--- src/rtl/uart_pkg.sv ---
`default_nettype none
// ============================================================================
// Module      : uart_pkg
// Description : Shared definitions for the UART receive controller: frame
//               tracker state encoding, legal prescale values, reset
//               configuration defaults and the FIFO entry layout.
// Revision    : 1.0 - initial release
// ============================================================================
package uart_pkg;

  // Frame tracker states
  typedef enum logic [1:0] {
    ST_IDLE  = 2'd0,
    ST_FRAME = 2'd1,
    ST_GUARD = 2'd2
  } state_t;

  // Legal oversampling ratios accepted by UART_RX
  localparam logic [5:0] PRESCALE_8  = 6'd8;
  localparam logic [5:0] PRESCALE_16 = 6'd16;
  localparam logic [5:0] PRESCALE_32 = 6'd32;

  // Configuration applied out of reset
  localparam logic       DEF_PAR_EN   = 1'b1;
  localparam logic       DEF_PAR_TYP  = 1'b1;
  localparam logic [5:0] DEF_PRESCALE = PRESCALE_8;

  // FIFO entry: {data[7:0], par_err, stp_err}
  localparam int ENTRY_W = 10;

  // Frame timer must hold (10 + 1 + 1) * 32 = 384
  localparam int TIMER_W = 10;

  function automatic logic prescale_legal(input logic [5:0] p);
    return (p == PRESCALE_8) || (p == PRESCALE_16) || (p == PRESCALE_32);
  endfunction

endpackage
`default_nettype wire

--- src/rtl/uart_rx_fifo.sv ---
`default_nettype none
// ============================================================================
// Module      : uart_rx_fifo
// Description : Synchronous FIFO holding received frames. A push while full
//               is accepted only if a pop happens in the same cycle. The head
//               output reads as zero while the FIFO is empty.
// Ports       : clk, rst_n  - clock, asynchronous active-low reset
//               push, din   - write request and entry
//               pop         - read request (ignored when empty)
//               dout        - head entry (0 when empty)
//               full, empty - occupancy flags
// Revision    : 1.0 - initial release
// ============================================================================
module uart_rx_fifo #(
  parameter int DEPTH = 4,
  parameter int WIDTH = 10
) (
  input  logic             clk,
  input  logic             rst_n,
  input  logic             push,
  input  logic             pop,
  input  logic [WIDTH-1:0] din,
  output logic [WIDTH-1:0] dout,
  output logic             full,
  output logic             empty
);

  localparam int PTR_W = (DEPTH > 1) ? $clog2(DEPTH) : 1;
  localparam logic [PTR_W:0] DEPTH_CNT = (PTR_W + 1)'(DEPTH);

  logic [WIDTH-1:0] mem [DEPTH];
  logic [PTR_W-1:0] wr_ptr;
  logic [PTR_W-1:0] rd_ptr;
  logic [PTR_W:0]   count;
  logic             do_pop;
  logic             do_push;

  assign empty   = (count == '0);
  assign full    = (count == DEPTH_CNT);
  assign do_pop  = pop & ~empty;
  // A pop in the same cycle frees the slot this push needs.
  assign do_push = push & (~full | do_pop);
  assign dout    = empty ? '0 : mem[rd_ptr];

  // Storage needs no reset: the head is masked while empty.
  always_ff @(posedge clk) begin
    if (do_push) begin
      mem[wr_ptr] <= din;
    end
  end

  // DEPTH is a power of two, so pointers wrap naturally.
  always_ff @(posedge clk or negedge rst_n) begin
    if (!rst_n) begin
      wr_ptr <= '0;
      rd_ptr <= '0;
      count  <= '0;
    end else begin
      if (do_push) begin
        wr_ptr <= wr_ptr + PTR_W'(1);
      end
      if (do_pop) begin
        rd_ptr <= rd_ptr + PTR_W'(1);
      end
      case ({do_push, do_pop})
        2'b10:   count <= count + (PTR_W + 1)'(1);
        2'b01:   count <= count - (PTR_W + 1)'(1);
        default: count <= count;
      endcase
    end
  end

endmodule
`default_nettype wire

--- src/rtl/uart_rx_ctrl.sv ---
`default_nettype none
// ============================================================================
// Module      : uart_rx_ctrl
// Description : Sequencer for a UART receiver. Owns PAR_EN / PAR_TYP /
//               prescale and changes them only between frames, tracks frame
//               activity with a timeout, buffers completed frames in a FIFO
//               for a valid/ready consumer and keeps error statistics.
// Ports       : cfg_*        - configuration request, pending/reject status
//               rx_in        - serial line, used for frame start/guard
//               rx_*         - result pulses from UART_RX
//               uart_*       - configuration driven into UART_RX
//               out_*        - FIFO head, valid/ready handshake
//               overflow, err_cnt, stat_clr - statistics and their clear
// Revision    : 1.0 - initial release
// ============================================================================
module uart_rx_ctrl
  import uart_pkg::*;
#(
  parameter int DEPTH = 4,
  parameter int CNT_W = 8
) (
  input  logic             clk,
  input  logic             rst_n,
  input  logic             cfg_wr,
  input  logic             cfg_par_en,
  input  logic             cfg_par_typ,
  input  logic [5:0]       cfg_prescale,
  output logic             cfg_pending,
  output logic             cfg_rej,
  input  logic             rx_in,
  input  logic [7:0]       rx_p_data,
  input  logic             rx_data_valid,
  input  logic             rx_par_err,
  input  logic             rx_stp_err,
  output logic             uart_par_en,
  output logic             uart_par_typ,
  output logic [5:0]       uart_prescale,
  output logic [7:0]       out_data,
  output logic             out_perr,
  output logic             out_serr,
  output logic             out_valid,
  input  logic             out_ready,
  output logic             overflow,
  output logic [CNT_W-1:0] err_cnt,
  input  logic             stat_clr
);

  state_t               state;
  logic [TIMER_W-1:0]   timer;
  logic [5:0]           guard_cnt;
  logic                 sh_par_en;
  logic                 sh_par_typ;
  logic [5:0]           sh_prescale;

  logic                 ev;
  logic                 pop;
  logic                 timeout;
  logic                 apply;
  logic                 cfg_legal;
  logic                 err_inc;
  logic                 drop;
  logic                 fifo_full;
  logic                 fifo_empty;
  logic [ENTRY_W-1:0]   head;
  logic [3:0]           nb_plus1;
  logic [TIMER_W-1:0]   timer_load;

  assign ev  = rx_data_valid | rx_par_err | rx_stp_err;
  assign pop = out_valid & out_ready;

  // Frame budget: (start + 8 data + stop + optional parity + 1 slack) bits.
  assign nb_plus1   = 4'd11 + {3'b000, uart_par_en};
  assign timer_load = {6'b000000, nb_plus1} * {4'b0000, uart_prescale};

  // The last count of the frame timer with no frame-end seen.
  assign timeout = (state == ST_FRAME) && !ev && (timer == TIMER_W'(1));

  assign apply     = (state == ST_IDLE) && rx_in && cfg_pending;
  assign cfg_legal = prescale_legal(cfg_prescale);

  assign err_inc = (ev & (rx_par_err | rx_stp_err)) | timeout;
  assign drop    = ev & fifo_full & ~pop;

  // --------------------------------------------------------------------------
  // Frame tracker
  // --------------------------------------------------------------------------
  always_ff @(posedge clk or negedge rst_n) begin
    if (!rst_n) begin
      state     <= ST_IDLE;
      timer     <= '0;
      guard_cnt <= '0;
    end else begin
      case (state)
        ST_IDLE: begin
          if (!rx_in) begin
            state <= ST_FRAME;
            timer <= timer_load;
          end
        end
        ST_FRAME: begin
          if (ev || (timer == TIMER_W'(1))) begin
            state     <= ST_GUARD;
            guard_cnt <= '0;
          end else begin
            timer <= timer - TIMER_W'(1);
          end
        end
        ST_GUARD: begin
          // A full bit-time of idle-high is required before the next frame.
          if (!rx_in) begin
            guard_cnt <= '0;
          end else if (guard_cnt == (uart_prescale - 6'd1)) begin
            state     <= ST_IDLE;
            guard_cnt <= '0;
          end else begin
            guard_cnt <= guard_cnt + 6'd1;
          end
        end
        default: begin
          state <= ST_IDLE;
        end
      endcase
    end
  end

  // --------------------------------------------------------------------------
  // Configuration shadow and apply
  // --------------------------------------------------------------------------
  always_ff @(posedge clk or negedge rst_n) begin
    if (!rst_n) begin
      uart_par_en   <= DEF_PAR_EN;
      uart_par_typ  <= DEF_PAR_TYP;
      uart_prescale <= DEF_PRESCALE;
      sh_par_en     <= DEF_PAR_EN;
      sh_par_typ    <= DEF_PAR_TYP;
      sh_prescale   <= DEF_PRESCALE;
      cfg_pending   <= 1'b0;
      cfg_rej       <= 1'b0;
    end else begin
      cfg_rej <= cfg_wr & ~cfg_legal;
      if (apply) begin
        uart_par_en   <= sh_par_en;
        uart_par_typ  <= sh_par_typ;
        uart_prescale <= sh_prescale;
        cfg_pending   <= 1'b0;
      end
      // A write coinciding with apply is kept for the next gap.
      if (cfg_wr && cfg_legal) begin
        sh_par_en   <= cfg_par_en;
        sh_par_typ  <= cfg_par_typ;
        sh_prescale <= cfg_prescale;
        cfg_pending <= 1'b1;
      end
    end
  end

  // --------------------------------------------------------------------------
  // Statistics
  // --------------------------------------------------------------------------
  always_ff @(posedge clk or negedge rst_n) begin
    if (!rst_n) begin
      overflow <= 1'b0;
      err_cnt  <= '0;
    end else if (stat_clr) begin
      overflow <= 1'b0;
      err_cnt  <= '0;
    end else begin
      if (err_inc && (err_cnt != {CNT_W{1'b1}})) begin
        err_cnt <= err_cnt + {{(CNT_W-1){1'b0}}, 1'b1};
      end
      if (drop) begin
        overflow <= 1'b1;
      end
    end
  end

  // --------------------------------------------------------------------------
  // Frame FIFO
  // --------------------------------------------------------------------------
  uart_rx_fifo #(
    .DEPTH (DEPTH),
    .WIDTH (ENTRY_W)
  ) u_fifo (
    .clk   (clk),
    .rst_n (rst_n),
    .push  (ev),
    .pop   (pop),
    .din   ({rx_p_data, rx_par_err, rx_stp_err}),
    .dout  (head),
    .full  (fifo_full),
    .empty (fifo_empty)
  );

  assign out_valid = ~fifo_empty;
  assign out_data  = head[9:2];
  assign out_perr  = head[1];
  assign out_serr  = head[0];

endmodule
`default_nettype wire

--- config.mk ---
export PLATFORM = sky130hd
export DESIGN_NAME = uart_rx_ctrl
export DESIGN_NICKNAME = d
export VERILOG_FILES = /design/src/rtl/uart_pkg.sv /design/src/rtl/uart_rx_fifo.sv /design/src/rtl/uart_rx_ctrl.sv
export SDC_FILE = /design/constraint.sdc
export NUM_CORES = 1
export LEC_CHECK = 0
export ABC_AREA = 1
export CORE_MARGIN = 1.5
export CORE_UTILIZATION = 55
export DETAILED_ROUTE_END_ITERATION = 7
export PLACE_DENSITY = 0.87
export SYNTH_ARGS = -nofsm -noshare
export SYNTH_HDL_FRONTEND = slang
export SYNTH_HIERARCHICAL = 1
export SYNTH_SLANG_ARGS = --single-unit
export TNS_END_PERCENT = 20
--- constraint.sdc ---
create_clock -name clk -period 8.8 [get_ports clk]
set_clock_uncertainty 0.2 [all_clocks]
set_input_delay 1.32 -clock clk [delete_from_list [all_inputs] [get_ports clk]]
set_output_delay 1.32 -clock clk [all_outputs]
set_load 0.005 [all_outputs]
==> run summary <==
Worst-margin pin slew = 0.9929 ns
Reg clk slew, reported paths = 0.08 ns
Vias per inst = 5.174
First drt pass iteration count = 5
Leading area contributor after synthesis = edfxtp_1
Multi-input logic area = 2382 sq um
Vias in the first global route = 4372
Setup-failing EPs final = 0
DRC Markers = 0
Min Tclk post-route = 3.994 ns
Worst R2R End = timer[5]$_DFFE_PN0P_
Nets@finish = 774
Share of layout cells above drive strength 1 = 0.07202
Setup TNS = 0 ns
Total number of vias = 4424
Worst EP required = 7.28 ns
Routed len/inst = 12.85 microns
Core box area = 9729 sq um
Filler cells = 784
Ports = 55
Pwr Density = 208.2 nW/um^2
Hold path endpoint = sh_par_en$_DFFE_PN1P_
Post-Syn Area = 5468 sq um
Die height = 102.7 microns
Area of the die = 10550 sq um
Critical Path Sink Type = output port
Cts-stage hold buffer count = 0
Gr usage total = 0.2272
Number of synthesized register bits = 92
Die Wd = 102.7 microns
Fmax = 250.4 MHz
Syn nets = 721
# port buffers = 54
CTS Buf Count = 9
Crit-path cells = inv_2 > nand2_1 > nand3_1 > a21oi_1 > clkdlybuf4s50_1
CP max stage delay = 0.84 ns
Max Cap Viol = 0
Leakage = 3.121 nW
HP Start = sh_par_en$_DFFE_PN1P_
Worst hold stages = 2
Most frequent cells in the layout = nand2_1 (173), inv_1 (124), nand3_1 (70), clkdlybuf4s50_1 (53), dfrtp_1 (46)
Crit path DAT = 2.47 ns
Slew Limit Fails = 0
Post-DP HPWL = 8121 microns
Area Growth Syn to Fin = 15.24%
RSZ-0062 raised after global routing = no
Max-Slew Margin vs Limit = 0.3356
DRT iter0 DRCs = 199
Setup Fix Bufs, Post-CTS = 0
Row Count = 36
Max VDD drop = 0.1160 mV
Remaining antenna violation count = 0
Syn Inst Count = 664
RePlAce Congestion = 0.8733
Critical-path top delay cell = dfrtp_1
Startpoint Class = register
Synth top area cells = edfxtp_1 (22%), dfrtp_1 (21%), nand2_1 (12%), inv_1 (8.5%), nand3_1 (6.4%)
Status = completed
Hold/Removal Path Class = register to register
Yosys cell types = 42
Root Buffer = clkbuf_8
Seq/Total Area, Yosys = 0.4590
Reg2reg start = uart_prescale[3]$_DFFE_PN1P_
Largest net degree at the start of global routing = 53
Post-synth top area share = 0.2197
Final WL = 10980 microns
Clk Latency, worst-skew pair = 0.37 ns
CTS tree = built
ANT cells = 0
FF-to-FF setup slack = 5.35 ns
First-pass GRT wire length = 18620 microns
Reg area = 2510 sq um
Final hold slack = 0.2706 ns
Kind of critical path = register to output port
Post-cts resize count = 0
Number of synthesis warnings = 6
Commonest non-fill, non-tap cell in the layout = nand2_1
Period utilisation layout = 0.4538
H-tree depth = 3
Post-Syn Area per Cell = 8.235 sq um
Crit path max fanout = 23
Grt total ovfl = 0
Clk buf depth = 2
Effective utilization at floorplan = 0.5620
Pwr Total = 0.001312 W
Clock Sinks = 92
Worst R2R Path Depth = 12
Hold Violations, Final = 0
Initial antenna violation count = 0
## report_power, final
group / total [W] / leakage, nW / switching, W / internal (W)
Combinational: 0.000413 / 2.03 / 0.000230 / 0.000183
Sequential: 0.000612 / 0.993 / 0.0000608 / 0.000551
Clock: 0.000288 / 0.0963 / 0.000153 / 0.000135
Total: 0.00131 / 3.12 / 0.000443 / 0.000869
## sequential cells by signal, summed over array words and instances (netlist names)
signal         cells
sh_par_en          1
overflow           1
u_fifo/wr_ptr      2
guard_cnt          6
cfg_rej            1
sh_par_typ         1
uart_par_en        1
u_fifo/count       3
u_fifo/mem        40
cfg_pending        1
sh_prescale        6
uart_prescale      6
err_cnt            8
uart_par_typ       1
timer             10
state              2
u_fifo/rd_ptr      2
## routing by layer
metal	track usage	share of wire
met1	0.2716	0.42
met2	0.4014	0.53
met3	0.04542	0.040
met4	0.09484	0.018
met5	0	0
## critical path, delay by kind of cell (launching register included)
family | cells | cell delay, ns
and+or+nand+nor | 2 | 0.23
DFF | 1 | 0.84
AOI/OAI and AO/OA | 1 | 0.18
buffers and inverters | 2 | 0.86
## cells in the mapped netlist, drive strengths merged
cell type,number
nand2,180
inv,132
nand3,73
dfrtp,46
nor2,45
edfxtp,40
o21ai,26
ha,23
nand4,20
a21oi,16
buf,11
fa,9
xnor2,9
xor2,7
dfstp,6
or2,4
a31oi,3
nor3,3
o21bai,3
clkbuf,2
a21o,1
clkinv,1
conb,1
nand3b,1
nor4,1
o211ai,1
## area by class of cell
type | instances | area share
multi-input combinational | 426 | 0.3781
inverter | 133 | 0.07923
clock inverter | 6 | 0.01152
tap | 133 | 0.02641
timing repair buffer | 55 | 0.08618
clock buffer | 10 | 0.02025
sequential | 92 | 0.3983
## logic make-up after synthesis
family                     count (synthesis)  synth area share
DFF                                       92            0.4590
and+or+nand+nor                          327            0.2712
other                                      1         0.0006858
AOI/OAI and AO/OA                         50           0.05263
adders and majority gates                 32           0.08558
buffers and inverters                    146            0.1053
xor gates and xnor gates                  16           0.02563
## metrics by stage
stage          std cells  instance area, sq um  utilization  setup slack [ns]
4_1_cts              855                  6301       0.6476             4.808
6_report             855                  6301       0.6476             4.806
2_1_floorplan        664                  5468            -             5.551
3_5_place_dp         839                  6101       0.6271             5.067
3_3_place_gp         839                  6101       0.6271             5.198
5_1_grt              855                  6301       0.6476             4.647
## worst max-delay path by stage
| stage | startpoint | end | slack (ns) | depth (start not counted) |
|---|---|---|---|---|
| finish | u_fifo/rd_ptr[0]$_DFFE_PN0P_ | out_data[3] | 4.81 | 5 |
| floorplan | uart_par_en$_DFFE_PN1P_ | timer[5]$_DFFE_PN0P_ | 5.55 | 12 |
| detailed placement | rx_stp_err | u_fifo/mem[1][9]$_DFFE_PP_ | 5.07 | 6 |
| CTS | u_fifo/rd_ptr[0]$_DFFE_PN0P_ | out_data[3] | 4.81 | 5 |
| global route | u_fifo/rd_ptr[0]$_DFFE_PN0P_ | out_data[3] | 4.65 | 5 |
| global placement | rx_stp_err | u_fifo/count[2]$_DFFE_PN0P_ | 5.20 | 12 |
No activity file was read; power rests on OpenSTA's default activity.
